`src/rtl/mem_arb_pkg.sv`:
```
// Shared types and defaults for the data-memory bus arbiter.
package mem_arb_pkg;

    localparam int DEF_NREQ = 4;
    localparam int DEF_IDW  = 2;

    typedef enum logic [1:0] {
        IDLE  = 2'd0,
        GRANT = 2'd1,
        TURNA = 2'd2
    } arb_state_t;

endpackage

```
`src/rtl/mem_bus_arbiter_if.sv`:
```
// Request/grant bundle between the bus masters and the arbiter.
interface mem_bus_arbiter_if
    import mem_arb_pkg::*;
#(
    parameter int NREQ = DEF_NREQ,
    parameter int IDW  = DEF_IDW
);
    logic [NREQ-1:0] req;
    logic [NREQ-1:0] grt;
    logic [IDW-1:0]  owner;
    logic            owner_vld;
    logic            hold_err;
    logic [IDW-1:0]  err_id;

    modport master (
        output req,
        input  grt, owner, owner_vld, hold_err, err_id
    );

    modport slave (
        input  req,
        output grt, owner, owner_vld, hold_err, err_id
    );
endinterface

```
`src/rtl/mem_rr_pick.sv`:
```
// Combinational round-robin pick: first set req bit at or above rr_ptr, wrapping.
module mem_rr_pick
    import mem_arb_pkg::*;
#(
    parameter int NREQ = DEF_NREQ,
    parameter int IDW  = DEF_IDW
) (
    input  logic [NREQ-1:0] req,
    input  logic [IDW-1:0]  rr_ptr,
    output logic [IDW-1:0]  pick,
    output logic            any
);
    logic [NREQ-1:0] rot;
    logic [IDW-1:0]  enc;

    // NREQ need not be a power of two, so wrap by conditional subtract.
    function automatic logic [IDW-1:0] wrap_add(input logic [IDW-1:0] a,
                                                input logic [IDW-1:0] b);
        logic [IDW:0] s;
        s = {1'b0, a} + {1'b0, b};
        if (s >= (IDW+1)'(NREQ))
            s = s - (IDW+1)'(NREQ);
        return s[IDW-1:0];
    endfunction

    always_comb begin
        rot = '0;
        for (int i = 0; i < NREQ; i++)
            rot[i] = req[wrap_add(rr_ptr, IDW'(i))];
    end

    always_comb begin
        enc = '0;
        for (int i = NREQ-1; i >= 0; i--)
            if (rot[i])
                enc = IDW'(i);
    end

    assign pick = wrap_add(rr_ptr, enc);
    assign any  = |req;

endmodule

```
`src/rtl/mem_bus_arbiter.sv`:
```
// Round-robin owner of the shared data-memory bus: non-preemptive grants,
// programmable turnaround after each release, sticky over-long-hold flag.
module mem_bus_arbiter
    import mem_arb_pkg::*;
#(
    parameter int NREQ    = DEF_NREQ,
    parameter int IDW     = DEF_IDW,
    parameter int TURN    = 1,
    parameter int MAXHOLD = 64
) (
    input  logic            clk,
    input  logic            rst,
    mem_bus_arbiter_if.slave bus
);
    localparam logic [7:0] MAXH      = 8'(MAXHOLD);
    localparam logic [1:0] TURN_INIT = (TURN > 0) ? 2'(TURN - 1) : 2'd0;

    arb_state_t      state;
    logic [NREQ-1:0] grt_q;
    logic [IDW-1:0]  owner_q;
    logic            vld_q;
    logic [IDW-1:0]  rr_ptr;
    logic [7:0]      hold_cnt;
    logic [1:0]      turn_cnt;
    logic            hold_err_q;
    logic [IDW-1:0]  err_id_q;

    logic [IDW-1:0]  pick;
    logic            any;
    logic [NREQ-1:0] pick_oh;

    mem_rr_pick #(.NREQ(NREQ), .IDW(IDW)) u_pick (
        .req    (bus.req),
        .rr_ptr (rr_ptr),
        .pick   (pick),
        .any    (any)
    );

    always_comb begin
        pick_oh       = '0;
        pick_oh[pick] = 1'b1;
    end

    always_ff @(posedge clk) begin
        if (rst) begin
            state      <= IDLE;
            grt_q      <= '0;
            owner_q    <= '0;
            vld_q      <= 1'b0;
            rr_ptr     <= '0;
            hold_cnt   <= '0;
            turn_cnt   <= '0;
            hold_err_q <= 1'b0;
            err_id_q   <= '0;
        end else begin
            case (state)
                IDLE: begin
                    if (any) begin
                        grt_q    <= pick_oh;
                        owner_q  <= pick;
                        vld_q    <= 1'b1;
                        rr_ptr   <= (pick == IDW'(NREQ - 1)) ? '0 : pick + IDW'(1);
                        hold_cnt <= '0;
                        state    <= GRANT;
                    end else begin
                        grt_q <= '0;
                    end
                end
                GRANT: begin
                    if (bus.req[owner_q]) begin
                        if (hold_cnt != MAXH)
                            hold_cnt <= hold_cnt + 8'd1;
                        // Only the first offender is recorded until reset.
                        if (!hold_err_q && hold_cnt == MAXH - 8'd1) begin
                            hold_err_q <= 1'b1;
                            err_id_q   <= owner_q;
                        end
                    end else begin
                        grt_q    <= '0;
                        vld_q    <= 1'b0;
                        hold_cnt <= '0;
                        if (TURN > 0) begin
                            turn_cnt <= TURN_INIT;
                            state    <= TURNA;
                        end else begin
                            state <= IDLE;
                        end
                    end
                end
                TURNA: begin
                    if (turn_cnt == 2'd0)
                        state <= IDLE;
                    else
                        turn_cnt <= turn_cnt - 2'd1;
                end
                default: state <= IDLE;
            endcase
        end
    end

    assign bus.grt       = grt_q;
    assign bus.owner     = owner_q;
    assign bus.owner_vld = vld_q;
    assign bus.hold_err  = hold_err_q;
    assign bus.err_id    = err_id_q;

endmodule
```
`src/flat_wrapper.sv`:
```
// flat-port wrapper written by rule: the top's interface ports become plain ports
module mem_bus_arbiter_flat import mem_arb_pkg::*;
#(
    parameter int NREQ    = DEF_NREQ,
    parameter int IDW     = DEF_IDW,
    parameter int TURN    = 1,
    parameter int MAXHOLD = 64
)
  (clk, rst, bus_req, bus_grt, bus_owner, bus_owner_vld, bus_hold_err, bus_err_id);
  mem_bus_arbiter_if #(.NREQ(NREQ), .IDW(IDW)) bus_i ();
  input  logic clk;
  input  logic rst;
  input wire logic [$bits(bus_i.req)-1:0] bus_req;
  output wire logic [$bits(bus_i.grt)-1:0] bus_grt;
  output wire logic [$bits(bus_i.owner)-1:0] bus_owner;
  output wire logic [$bits(bus_i.owner_vld)-1:0] bus_owner_vld;
  output wire logic [$bits(bus_i.hold_err)-1:0] bus_hold_err;
  output wire logic [$bits(bus_i.err_id)-1:0] bus_err_id;
  assign bus_i.req = bus_req;
  assign bus_grt = bus_i.grt;
  assign bus_owner = bus_i.owner;
  assign bus_owner_vld = bus_i.owner_vld;
  assign bus_hold_err = bus_i.hold_err;
  assign bus_err_id = bus_i.err_id;
  mem_bus_arbiter #(.NREQ(NREQ), .IDW(IDW), .TURN(TURN), .MAXHOLD(MAXHOLD)) u_core (.clk(clk), .rst(rst), .bus(bus_i));
endmodule
```
`config.mk`:
```
export PLATFORM = sky130hd
export DESIGN_NAME = mem_bus_arbiter_flat
export DESIGN_NICKNAME = d
export VERILOG_FILES = /design/src/rtl/mem_arb_pkg.sv /design/src/rtl/mem_bus_arbiter_if.sv /design/src/rtl/mem_rr_pick.sv /design/src/rtl/mem_bus_arbiter.sv /design/src/flat_wrapper.sv
export SDC_FILE = /design/constraint.sdc
export NUM_CORES = 1
export LEC_CHECK = 0
export ABC_AREA = 1
export CORE_MARGIN = 5
export CORE_UTILIZATION = 56
export CTS_CLUSTER_DIAMETER = 200
export DETAILED_ROUTE_END_ITERATION = 8
export PLACE_DENSITY = 0.79
export SLEW_MARGIN = 20
export SYNTH_ARGS = -nofsm -noshare
export SYNTH_HDL_FRONTEND = slang
export SYNTH_SLANG_ARGS = --single-unit
```
`constraint.sdc`:
```
create_clock -name clk -period 3.1 [get_ports clk]
set_clock_uncertainty 0.2 [all_clocks]
set_input_delay 0.93 -clock clk [delete_from_list [all_inputs] [get_ports clk]]
set_output_delay 0.93 -clock clk [all_outputs]
set_load 0.01 [all_outputs]
```
==> run metrics <==
dpl hpwl=2.616 mm; Worst R2R Path Depth=14; Clk Tree Root Cell=clkbuf_4; fin util=0.6856; CP Max Fanout=3; vias in the first global route=1,385; mux contribution to synthesized area=0; io pins=16; maximum vdd drop=between 700 and 800 µV; critical path launch point=bus_req[1]; H-Tree Depth=1; cts hold-fix bufs=0; Worst path most repeated cell=nand2_1; Synth Area in Adders=0.06206; die area=~4000 µm²; placed insts=~290; flop-to-flop setup slack=0.56 ns; # DRC=0; initial antenna violation count=0; CP arrival=about 3 ns; Row Count=19; Max Cap Viol=0; CTS Buffer Depth=2; GPL Wtd Cong=roughly 0.85; core area=roughly 2800 µm²; leading cell type in the layout, fill and taps excluded=nand2_1; WL final=between 3 and 4 mm; cell breakdown of the critical path=clkdlybuf4s50_1 -> inv_2 -> nand2_1 -> nand2_1 -> nand2_1 -> nand2_2 -> a31oi_1 -> nor2_1 -> ha_2 -> xor2_2 -> inv_1 -> nand3_2 -> nand2_2 -> ha_1 -> o21ai_2 -> a21oi_1; post-synthesis cell area=about 1600 µm²; Leak=between 0.8 and 0.9 nW; Max stage delay cell, worst path=clkdlybuf4s50_1; diode count=0; HP Class=flop to flop; PortBufs=15; average wire per standard cell=~11 µm; DR vias/cell=around 5.2; total setup buffers inserted after CTS=0; worst path required time=3.12 ns; Power Dens Cells=807.1 nW/µm²; most frequent cells in the layout=61 x nand2_1, 28 x inv_1, 24 x dfxtp_1; endpoint type of the worst setup path=flop; Initial Util=0.5848; XOR/XNOR Fraction of Synth Area=0.01629; Critical Path End=u_core.rr_ptr[1]; Clock Pin Slew Worst Setup and Hold Paths=approximately 0.13 ns; sequential area share after synthesis=0.2979; Yosys Warn Count=0; die width=around 64 µm; first drt pass iteration count=4; Worst R2R End=u_core.rr_ptr[1]; reg2reg start=u_core.rr_ptr[0]; Crit path buffers/inverters=3; Final #Nets=roughly 280; CTS tree=yes; RSZ-0062 raised after global routing=no; Crit path max-delay family=buffers and inverters; Netlist cell types=32; Post-Synth Simple-Gate Area=0.3995; Final Hold Viols=0; First DRT Iteration DRCs=roughly 120; largest family of logic cells by synthesized area=simple AND/OR/NAND/NOR gates; Final Slew Violations=0; DR vias=approximately 1,500; fmax=between 0.3 and 0.4 GHz; final period utilization=0.9377; Critical Path Start Type=primary input; Worst Max-Slew Pin Slew=between 0.5 and 0.6 ns; first-pass GRT wire length=approximately 6.0 mm; share of cells above drive strength 1=0.2097; CP Class=primary input to flop; CTS resizes=0; WP depth=16; mean area per synthesized cell=between 6 and 7 µm²; Post-Syn Instances=about 240; Syn Nets=about 260; Setup-failing EPs final=0; compound-cell area share of the yosys netlist=0.09775; all-layer global routing usage=0.1784; status=completed; clk sink count=24; grt ovf=0; min cycle time layout=2.907 ns; clk_lat worst skew=0.32 ns; Non-Filler Instances=about 300; area grow syn2layout=17.22%; Slew Limit Headroom=0.6527; Die Span Y=about 64 µm; crit-path max cell delay=0.43 ns; Routed Antenna Nets=0; largest net degree at the start of global routing=17; FF+latch count, synth=24; CTS Buf Count=3
-- Yosys cell counts, drive strengths merged --
cell / number / share of area
a211oi: 1 / 0.0047
xor2: 3 / 0.016
ha: 8 / 0.062
nand3b: 1 / 0.0047
or2: 2 / 0.0093
nand4: 6 / 0.027
nand2: 80 / 0.22
buf: 4 / 0.022
inv: 38 / 0.093
nor2: 20 / 0.053
dfxtp: 24 / 0.30
a21oi: 18 / 0.063
a31oi: 1 / 0.0039
a22oi: 1 / 0.0047
clkinv: 1 / 0.0031
clkbuf: 1 / 0.0085
nor3: 2 / 0.0062
nand3: 24 / 0.078
o21ai: 7 / 0.022
-- flip-flops by register name, summed over array words and instances, names as in the netlist --
signal                cells
u_core.bus.owner          2
u_core.turn_cnt           2
u_core.bus.err_id         2
u_core.rr_ptr             2
u_core.bus.grt            4
u_core.bus.owner_vld      1
u_core.state              2
u_core.hold_cnt           8
u_core.bus.hold_err       1
-- layer usage --
| metal | GRT usage | routed length (µm) | up-vias |
|---|---|---|---|
| met5 | 0 | 0 | - |
| li1 | - | - | 816 |
| met1 | 0.2524 | 1640 | 688 |
| met3 | 0.02131 | 175 | 5 |
| met2 | 0.2830 | 1572 | 34 |
| met4 | 0.04935 | 37 | 0 |
-- layout make-up --
class	instances	area, µm²
repair buffers	26	237.7
fillers	256	867.1
clock buffers	4	36.28
multi-input cells	174	942.2
inverters	39	155.1
well taps	31	38.79
flip-flops and latches	24	480.5
-- report_power, final --
| part | switching, W | internal (W) | leakage [nW] |
|---|---|---|---|
| clock network | 0.0000956 | 0.0000718 | 0.0210 |
| registers | 0.0000710 | 0.000369 | 0.196 |
| logic | 0.000530 | 0.000388 | 0.674 |
| total | 0.000697 | 0.000829 | 0.890 |
-- worst min-delay path by stage --
| stage | from | endpoint | slack (ns) | depth (start not counted) |
|---|---|---|---|---|
| final | u_core.turn_cnt[1] | u_core.turn_cnt[1] | 0.28 | 2 |
| after global routing | u_core.turn_cnt[1] | u_core.turn_cnt[1] | 0.30 | 2 |
| after CTS | u_core.turn_cnt[1] | u_core.turn_cnt[1] | 0.28 | 2 |
| after detailed placement | u_core.turn_cnt[1] | u_core.turn_cnt[1] | 0.26 | 2 |
| after global placement | u_core.bus.grt[0] | u_core.bus.grt[0] | 0.25 | 2 |
| after floorplan | u_core.turn_cnt[1] | u_core.turn_cnt[1] | 0.24 | 2 |
-- worst register-to-register path, cell delays in order, from the launching register on --
cell	delay [ns]
dfxtp_1	0.67
nand2_1	0.14
nand2_1	0.09
nand2_1	0.06
nand2_2	0.08
a31oi_1	0.07
nor2_1	0.10
ha_2	0.20
xor2_2	0.17
inv_1	0.07
nand3_2	0.09
nand2_2	0.06
ha_1	0.29
o21ai_2	0.10
a21oi_1	0.04
-- per-stage QoR --
step	area (µm²)	setup slack [ns]	total power (W)	hold slack, ns	TNS (ns)
2_1_floorplan	1613	0.3521	0.001074	0.2437	0
3_3_place_gp	1836	-0.2017	0.001324	0.2539	-0.4499
3_5_place_dp	1836	-0.2991	0.001338	0.2634	-0.8479
4_1_cts	1872	0.04821	0.001505	0.2814	0
5_1_grt	1891	0.02580	0.001673	0.3033	0
6_report	1891	0.1930	0.001526	0.2800	0
-- cells by family after synthesis --
logic type	Yosys count
simple gates	135
compound gates	28
flops	24
fa+ha+maj	8
buf+inv	44
xor+xnor	3
Power figures use the tool's default switching activity.
